<file path="src/rtl/lsu_pkg.sv">
`default_nettype none
`timescale 1ns/1ps
// +----------------------------------------------------------------------+
// | Module   : lsu_pkg                                                   |
// | Purpose  : Shared RV32I load/store funct3 encodings and the LSU      |
// |            controller state type.                                    |
// | Ports    : none (package)                                            |
// | Revision : 1.0  initial release                                      |
// +----------------------------------------------------------------------+
package lsu_pkg;

   // Load encodings
   localparam logic [2:0] LB  = 3'b000;
   localparam logic [2:0] LH  = 3'b001;
   localparam logic [2:0] LW  = 3'b010;
   localparam logic [2:0] LBU = 3'b100;
   localparam logic [2:0] LHU = 3'b101;

   // Store encodings (share values with the signed loads)
   localparam logic [2:0] SB  = 3'b000;
   localparam logic [2:0] SH  = 3'b001;
   localparam logic [2:0] SW  = 3'b010;

   typedef enum logic [1:0] {
      IDLE = 2'd0,
      REQ  = 2'd1,
      WAIT = 2'd2,
      DONE = 2'd3
   } state_e;

endpackage
`default_nettype wire

</file>
<file path="src/rtl/lsu_align.sv">
`default_nettype none
`timescale 1ns/1ps
// +----------------------------------------------------------------------+
// | Module   : lsu_align                                                 |
// | Purpose  : Combinational byte-lane logic for the LSU: store strobes, |
// |            lane-replicated store data, extended load data and the    |
// |            misaligned / illegal-funct3 error flag.                   |
// | Ports    : we_i, funct3_i, addr_lo_i  - operation descriptor         |
// |            wdata_i                    - raw store data (rs2)         |
// |            rdata_i                    - raw memory word              |
// |            wstrb_o, wdata_o           - memory-side store lanes      |
// |            rdata_o                    - extended load result         |
// |            err_o                      - op cannot be issued          |
// | Revision : 1.0  initial release                                      |
// +----------------------------------------------------------------------+
module lsu_align
   import lsu_pkg::*;
(
   input  logic        we_i,
   input  logic [2:0]  funct3_i,
   input  logic [1:0]  addr_lo_i,
   input  logic [31:0] wdata_i,
   input  logic [31:0] rdata_i,
   output logic [3:0]  wstrb_o,
   output logic [31:0] wdata_o,
   output logic [31:0] rdata_o,
   output logic        err_o
);

   logic [31:0] sel;

   always_comb begin
      wstrb_o = 4'b0000;
      wdata_o = wdata_i;
      rdata_o = 32'd0;
      err_o   = 1'b0;
      // Bring the addressed byte/halfword down to bit 0.
      sel     = rdata_i >> {addr_lo_i, 3'b000};

      if (we_i) begin
         case (funct3_i)
            SB: begin
               wstrb_o = 4'b0001 << addr_lo_i;
               wdata_o = {4{wdata_i[7:0]}};
            end
            SH: begin
               wstrb_o = 4'b0011 << addr_lo_i;
               wdata_o = {2{wdata_i[15:0]}};
               err_o   = addr_lo_i[0];
            end
            SW: begin
               wstrb_o = 4'b1111;
               err_o   = |addr_lo_i;
            end
            default: err_o = 1'b1;
         endcase
      end else begin
         case (funct3_i)
            LB:  rdata_o = {{24{sel[7]}}, sel[7:0]};
            LH: begin
               rdata_o = {{16{sel[15]}}, sel[15:0]};
               err_o   = addr_lo_i[0];
            end
            LW: begin
               rdata_o = sel;
               err_o   = |addr_lo_i;
            end
            LBU: rdata_o = {24'd0, sel[7:0]};
            LHU: begin
               rdata_o = {16'd0, sel[15:0]};
               err_o   = addr_lo_i[0];
            end
            default: err_o = 1'b1;
         endcase
      end
   end

endmodule
`default_nettype wire

</file>
<file path="src/rtl/lsu.sv">
`default_nettype none
`timescale 1ns/1ps
// +----------------------------------------------------------------------+
// | Module   : lsu                                                       |
// | Purpose  : Multi-cycle load/store unit. Accepts one memory op from   |
// |            the EXU, issues a single word-aligned transaction on the  |
// |            data-memory port and returns an extended load result or   |
// |            a store completion to writeback.                          |
// | Ports    : clk_i, rst_ni (async, active-low)                         |
// |            in_*   - EXU request (valid/ready, we, funct3, addr, data)|
// |            mem_*  - data-memory req/gnt and rvalid/rdata port        |
// |            out_*  - one-cycle completion pulse, data, error          |
// | Revision : 1.0  initial release                                      |
// +----------------------------------------------------------------------+
module lsu
   import lsu_pkg::*;
#(
   parameter int ADDR_W = 32
) (
   input  logic              clk_i,
   input  logic              rst_ni,
   input  logic              in_valid_i,
   output logic              in_ready_o,
   input  logic              in_we_i,
   input  logic [2:0]        in_funct3_i,
   input  logic [ADDR_W-1:0] in_addr_i,
   input  logic [31:0]       in_wdata_i,
   output logic              mem_req_o,
   input  logic              mem_gnt_i,
   output logic              mem_we_o,
   output logic [ADDR_W-1:0] mem_addr_o,
   output logic [3:0]        mem_wstrb_o,
   output logic [31:0]       mem_wdata_o,
   input  logic              mem_rvalid_i,
   input  logic [31:0]       mem_rdata_i,
   output logic              out_valid_o,
   output logic [31:0]       out_rdata_o,
   output logic              out_err_o
);

   state_e            state_q, state_d;
   logic              we_q, we_d;
   logic [2:0]        funct3_q, funct3_d;
   logic [ADDR_W-1:0] addr_q, addr_d;
   logic [31:0]       wdata_q, wdata_d;
   logic [31:0]       rdata_q, rdata_d;
   logic              err_q, err_d;

   logic              is_idle;
   logic              al_we;
   logic [2:0]        al_funct3;
   logic [1:0]        al_addr_lo;
   logic [31:0]       al_wdata;
   logic [3:0]        al_wstrb;
   logic [31:0]       al_lane_wdata;
   logic [31:0]       al_rdata;
   logic              al_err;

   assign is_idle = (state_q == IDLE);

   // In IDLE the aligner looks at the incoming op so the accept decision
   // (issue vs. error) is known in the same cycle; afterwards it works on
   // the latched op, which keeps the memory-side outputs stable in REQ.
   assign al_we      = is_idle ? in_we_i          : we_q;
   assign al_funct3  = is_idle ? in_funct3_i      : funct3_q;
   assign al_addr_lo = is_idle ? in_addr_i[1:0]   : addr_q[1:0];
   assign al_wdata   = is_idle ? in_wdata_i       : wdata_q;

   lsu_align u_align (
      .we_i      (al_we),
      .funct3_i  (al_funct3),
      .addr_lo_i (al_addr_lo),
      .wdata_i   (al_wdata),
      .rdata_i   (mem_rdata_i),
      .wstrb_o   (al_wstrb),
      .wdata_o   (al_lane_wdata),
      .rdata_o   (al_rdata),
      .err_o     (al_err)
   );

   always_ff @(posedge clk_i or negedge rst_ni) begin
      if (!rst_ni) begin
         state_q  <= IDLE;
         we_q     <= 1'b0;
         funct3_q <= 3'd0;
         addr_q   <= '0;
         wdata_q  <= 32'd0;
         rdata_q  <= 32'd0;
         err_q    <= 1'b0;
      end else begin
         state_q  <= state_d;
         we_q     <= we_d;
         funct3_q <= funct3_d;
         addr_q   <= addr_d;
         wdata_q  <= wdata_d;
         rdata_q  <= rdata_d;
         err_q    <= err_d;
      end
   end

   always_comb begin
      state_d  = state_q;
      we_d     = we_q;
      funct3_d = funct3_q;
      addr_d   = addr_q;
      wdata_d  = wdata_q;
      rdata_d  = rdata_q;
      err_d    = err_q;

      case (state_q)
         IDLE: begin
            if (in_valid_i) begin
               we_d     = in_we_i;
               funct3_d = in_funct3_i;
               addr_d   = in_addr_i;
               wdata_d  = in_wdata_i;
               // Result registers are cleared on accept so stores and
               // errors report zero data.
               rdata_d  = 32'd0;
               err_d    = al_err;
               state_d  = al_err ? DONE : REQ;
            end
         end
         REQ: begin
            if (mem_gnt_i) state_d = WAIT;
         end
         WAIT: begin
            if (mem_rvalid_i) begin
               if (!we_q) rdata_d = al_rdata;
               state_d = DONE;
            end
         end
         DONE: state_d = IDLE;
         default: state_d = IDLE;
      endcase
   end

   assign in_ready_o  = is_idle;
   assign mem_req_o   = (state_q == REQ);
   assign mem_we_o    = mem_req_o & we_q;
   assign mem_addr_o  = mem_req_o ? {addr_q[ADDR_W-1:2], 2'b00} : '0;
   assign mem_wstrb_o = mem_we_o ? al_wstrb : 4'b0000;
   assign mem_wdata_o = mem_we_o ? al_lane_wdata : 32'd0;
   assign out_valid_o = (state_q == DONE);
   assign out_rdata_o = rdata_q;
   assign out_err_o   = err_q;

endmodule
`default_nettype wire

</file>
<file path="config.mk">
export PLATFORM = sky130hd
export DESIGN_NAME = lsu
export DESIGN_NICKNAME = d
export VERILOG_FILES = /design/src/rtl/lsu_pkg.sv /design/src/rtl/lsu_align.sv /design/src/rtl/lsu.sv
export SDC_FILE = /design/constraint.sdc
export NUM_CORES = 1
export LEC_CHECK = 0
export BUFFER_PORTS_ARGS = -buffer_cell sky130_fd_sc_hd__buf_2
export CELL_PAD_IN_SITES_DETAIL_PLACEMENT = 1
export CELL_PAD_IN_SITES_GLOBAL_PLACEMENT = 1
export CORE_AREA = 2 2 122 124
export DETAILED_ROUTE_END_ITERATION = 6
export DIE_AREA = 0 0 124 126
export GPL_TIMING_DRIVEN = 0
export PLACE_DENSITY = 0.84
export SLEW_MARGIN = 40
export SYNTH_ARGS = -nofsm -noshare
export SYNTH_HDL_FRONTEND = slang
export SYNTH_SLANG_ARGS = --single-unit
</file>
<file path="constraint.sdc">
create_clock -name clk_i -period 6.5 [get_ports clk_i]
set_clock_uncertainty 0.05 [all_clocks]
set_input_delay 0.325 -clock clk_i [delete_from_list [all_inputs] [get_ports clk_i]]
set_output_delay 0.325 -clock clk_i [all_outputs]
set_load 0.01 [all_outputs]
</file>
* After elaboration in Yosys (flattened, before gate mapping)
Cells that the tools add are included.
Operators by class: reduce and logical (&&, ||, !) cells 9, shift-type cells 3, eq/ne operators 11, bitwise logic cells 1, mux-type cells 25
Operators with widths (count):
- $mux 32 | 8
- $pmux 32 s5 | 1
- $pmux 32 s2 | 2
- $shr 32x5->32 | 1
- $pmux 4 s3 | 1
- $mux 2 | 5
- $mux 4 | 2
- $pmux 2 s4 | 1
- $eq 3x3->1 const B | 2
- $ne 2x2->1 const B | 3
- $pmux 1 s3 | 2
- $reduce_or 2->1 | 3
- $eq 2x2->1 const B | 2
- $reduce_and 4->1 | 1
- $shl 1x2->4 const A | 1
- $shl 2x2->4 const A | 1
- $eq 3x1->1 const B | 1
- $eq 3x2->1 const B | 1
- $logic_not 3->1 | 1
- $mux 3 | 1
- $reduce_and 3->1 | 1
- $eq 2x1->1 const B | 1
- $logic_not 2->1 | 1
- $mux 1 | 2
- 4 further kinds | 4
Storage, ports and cells: logic and storage cells 56, flip-flop bits (word level) 103, output and inout bits 105, input bits 105

* Longest topological paths before layout
word-level depth 9, depth in mapped cells 10, mapped depth without buffers 8

* Modules after synthesis
From an unflattened synthesis, not the netlist that was laid out.
Second synthesis, totals: cells, all modules 607, area total of the unflattened synthesis 6518.8 sq um
Modules (own cells, without submodules):
- lsu | sequential area each 2577.5 sq um, times used 1, area an instance 5101.1 sq um, cells each 423
- lsu_align | sequential area each 0.0 sq um, times used 1, area an instance 1417.6 sq um, cells each 184

* Worst setup path after synthesis
Ideal clock, no wire load.
path type register to output, start point register state_q[0], end point output port mem_wdata_o[24], data required time 6.125 ns, buffers on the path 3, arrival time 2.203 ns, slack 3.922 ns, cell stages (with the launch flop) 10, cell sequence dfrtp_1 inv_1 ha_1 buf_6 buf_6 buf_6 or3_1 o31ai_2 nand3_1 a211oi_1
On the way: word-level cells in the longest chain between the ends 6
RTL lines:
- from (decl) | line lsu.sv:41 | state_e state_q, state_d;
- from (signal assigned) | line lsu.sv:91 | state_q <= state_d;
- $logic_not 2->1 * | line lsu.sv:59 | assign is_idle = (state_q == IDLE);
- via in_ready_o | line lsu.sv:23 | output logic in_ready_o,
- $mux 3 | line lsu.sv:65 | assign al_funct3 = is_idle ? in_funct3_i : funct3_q;
- $eq 3x1->1 / $logic_not 3->1 (equally long branches) | line lsu_align.sv:41 | case (funct3_i)
- $pmux 32 s2 | line lsu_align.sv:41
- $mux 32 * | line lsu_align.sv:40 | if (we_i) begin
- $mux 32 * | line lsu.sv:143 | assign mem_wdata_o = mem_we_o ? al_lane_wdata : 32'd0;
- to (decl) | line lsu.sv:33 | output logic [31:0] mem_wdata_o,
Mark *: on every way through the listed nets, which the timed path passes. The rest lies on a longest branch.

* Worst setup path in the final report
start point register state_q[0], end point output port mem_wdata_o[15]
On the way: word-level cells in the longest chain between the ends 6
RTL lines (line):
- $logic_not 2->1 | lsu.sv:59
- $mux 3 | lsu.sv:65
- $eq 3x1->1 / $logic_not 3->1 (equally long branches) | lsu_align.sv:41
- $pmux 32 s2 | lsu_align.sv:41
- $mux 32 | lsu_align.sv:40
- $mux 32 * | lsu.sv:143
Mark *: on every way between the ends. The rest lies on a longest branch, timed or not.

==> reports/metrics.cfg <==
[timing]
fmax_ghz = 0.282
setup_viol = 0
whs_ps = 157
maxSlewHeadroom = 0.548
drv_slew = 0
setup_ws_ps = 2950
hold_violations = 0
fin_crit_ps = 3550
fin_crit_sh = 0.546
rsz0062_at_grt = no
setup-tns-final_ps = 0
worst_pin_slew_ps = 674

[global_routing]
antenna_found_initial = 0
grt_usage = 0.257
first_global_vias = 5721
grt-ovfl-total = 0
grt_max_degree = 64
grt_pass1_wl_um = 30800

[clock_network]
cts_setup_buffers = 0
clk_pin_slew_worst_paths_ps = 70
cts_tree = yes
cts_made_buffers = 9
clock_sinks = 103
cts_max_level = 3
root_buffer = clkbuf_16
cts_buffer_depth = 2
insertion_delay_ps = 350

[status]
status = finished, final reports clean

[hold_path]
hold_class = in2reg

[pwr]
p_leak_nw = 3.68
finalPower_mw = 3.83
ir_worst_vdd_mv = 0.224
power.density_mw_per_mm2 = 516

[logic_synthesis]
netlist_instances = 545
synth-edff-count = 0
synth_area_leaders = dfrtp_1 (45%), mux2_2 (14%), mux2i_1 (5.4%)
ys_seq_area_frac = 0.446
avgSynthCellArea_um2 = 10.6
yosys_warnings = 0
syn_area_mm2 = 0.00578
ys_ff_latch = 103
yosys.area.top_type = dfrtp_1
async_flop_share = 1.00
ys.flop_type = dfrtp_1
synth_top_cell_area_share = 0.446
yosysUniqueCellTypes = 54

[place]
hpwlAfterDp_um = 15300
portBuffers = 207
routabilityCongestion = 0.907
dpl_worst_slack_ps = 3350

[detailed_routing]
drtPass1Iterations = 5
drtIter0Drc = 243
vias = 5380
wirelength_um = 19800
drc_errors = 0
vias_per_cell = 5.63
detail_route.wl_per_cell_um = 20.7
postRouteAntennaNets = 0

[final_layout]
fin_util = 0.519
fillers = 1658
seq_area_mm2 = 0.00258
multiInputGateArea_mm2 = 0.00297
area_growth_pct = 28.5
finish.net_count = 875
drive_gt1_frac = 0.433

[die]
dieArea_mm2 = 0.0156
rows = 44
initial_utilization = 0.404
fp.dieW_um = 124
io_pins = 210
die_y_um = 126
design.core.area_mm2 = 0.0143

[critical_path]
criticalPathCategory = reg2out
critical_path.startpoint_type = flop
cp-end-kind = output port
critical_path_required_ps = 6120
critPathMaxFanout = 10
arrival_ps = 3180

[flow_run]
maxCapViolations = 0

==> registers in the layout (all words and copies together) (netlist names) <==
register,cells
out_rdata_o,32
funct3_q,3
out_err_o,1
wdata_q,32
state_q,2
addr_q,32
we_q,1
==> cells by family after synthesis <==
logic type / count (synthesis) / share of synthesized area
simple gates: 159 / 0.138
fa+ha+maj: 4 / 0.00866
flops: 103 / 0.446
other cells: 1 / 0.000649
mux: 108 / 0.208
buf+inv: 45 / 0.0409
compound gates: 125 / 0.158
==> repair_timing <==
action,4_1_cts,5_1_grt
endpoints found under the hold margin,40,0
gates resized for setup,0,0
hold buffers,1,0
==> cell type report <==
type | instances | area share
well taps | 184 | 0.0310
clock buffers | 13 | 0.0350
clock inverters | 3 | 0.00876
flip-flops and latches | 103 | 0.347
plain buffers | 38 | 0.0283
repair buffers | 209 | 0.146
diodes | 1 | 0.000337
inverters | 7 | 0.00354
multi-input cells | 398 | 0.400
==> routing by layer <==
layer  vias up  GRT usage  routed length [um]
met5         -          0                   0
met4         0      0.108                 622
met3        43     0.0457                1300
met2       238      0.429                9810
met1      2667      0.325                8060
li1       2432          -                   -
==> critical path, cell delays in order, from the launching register on <==
cell and delay (ps):
dfrtp_1 430, inv_1 100, ha_1 320, buf_6 200, buf_6 180, buf_6 170, buf_4 220, mux2i_1 550
nor3_1 110, a21oi_1 230, a21oi_1 110, buf_2 170
==> metrics by stage <==
step,instance area (um2),instances
finish,7430,956
global route,7420,955
CTS,7420,955
detailed placement,7090,938
global placement,7050,937
floorplan,5790,546
==> where the power goes <==
part	internal [mW]	leakage (nW)	switching (mW)
sequential	0.936	1.28	0.178
combinational	0.881	2.23	1.23
clock	0.359	0.160	0.247
total	2.18	3.68	1.66
==> final timing paths <==
check / slack (ps) / from / to / depth (start not counted)
min reg2reg: 450 / out_err_o$_DFFE_PN0P_ / out_err_o$_DFFE_PN0P_ / 2
max reg2reg: 3690 / state_q[0]$_DFFE_PN0P_ / out_rdata_o[2]$_DFFE_PN0P_ / 8
min in group asynchronous: 400 / rst_ni / out_rdata_o[18]$_DFFE_PN0P_ / 2
min: 160 / in_addr_i[30] / addr_q[30]$_DFFE_PN0P_ / 2
max: 2950 / state_q[0]$_DFFE_PN0P_ / mem_wdata_o[15] / 11
max in group asynchronous: 5350 / rst_ni / state_q[1]$_DFFE_PN0P_ / 3
==> cell usage after synthesis, types with 3 or more instances <==
cell and number:
mux2_2 74, nor2_1 21, clkbuf_1 11, dfrtp_1 103
a32o_1 8, o22ai_1 7, a21o_1 3, o21ai_1 5
a21oi_1 9, mux2i_1 31, nor2b_1 19, buf_2 17
inv_1 7, a211oi_1 30, a22oi_1 9, ha_1 4
nand2_1 59, buf_4 4, o221ai_1 8, and2_1 30
nand3_1 16, buf_6 4, a221o_1 7, o21ai_0 25
==> cells in the final DEF (no fill, tap or decap), types with 2 or more instances in the layout <==
cell type and count:
nor3_1 2, nand3_1 16, a22oi_1 9, a21oi_1 9, a211oi_1 30, a32o_1 8, nor2b_1 19, buf_2 223
buf_4 4, buf_6 4, o32ai_1 2, o21ai_0 25, conb_1 2, clkbuf_1 13, nand2_1 59, and2_1 30
mux2_2 74, ha_1 4, a221o_1 7, a21o_1 3, nor2_1 21, a21oi_2 2, o22ai_1 7, mux2i_1 31
o221ai_1 8, o21ai_1 5, clkbuf_8 2, mux2i_4 2, clkbuf_16 9, bufinv_16 2, dfrtp_1 103, inv_1 7
Power figures use the tool's default switching activity.
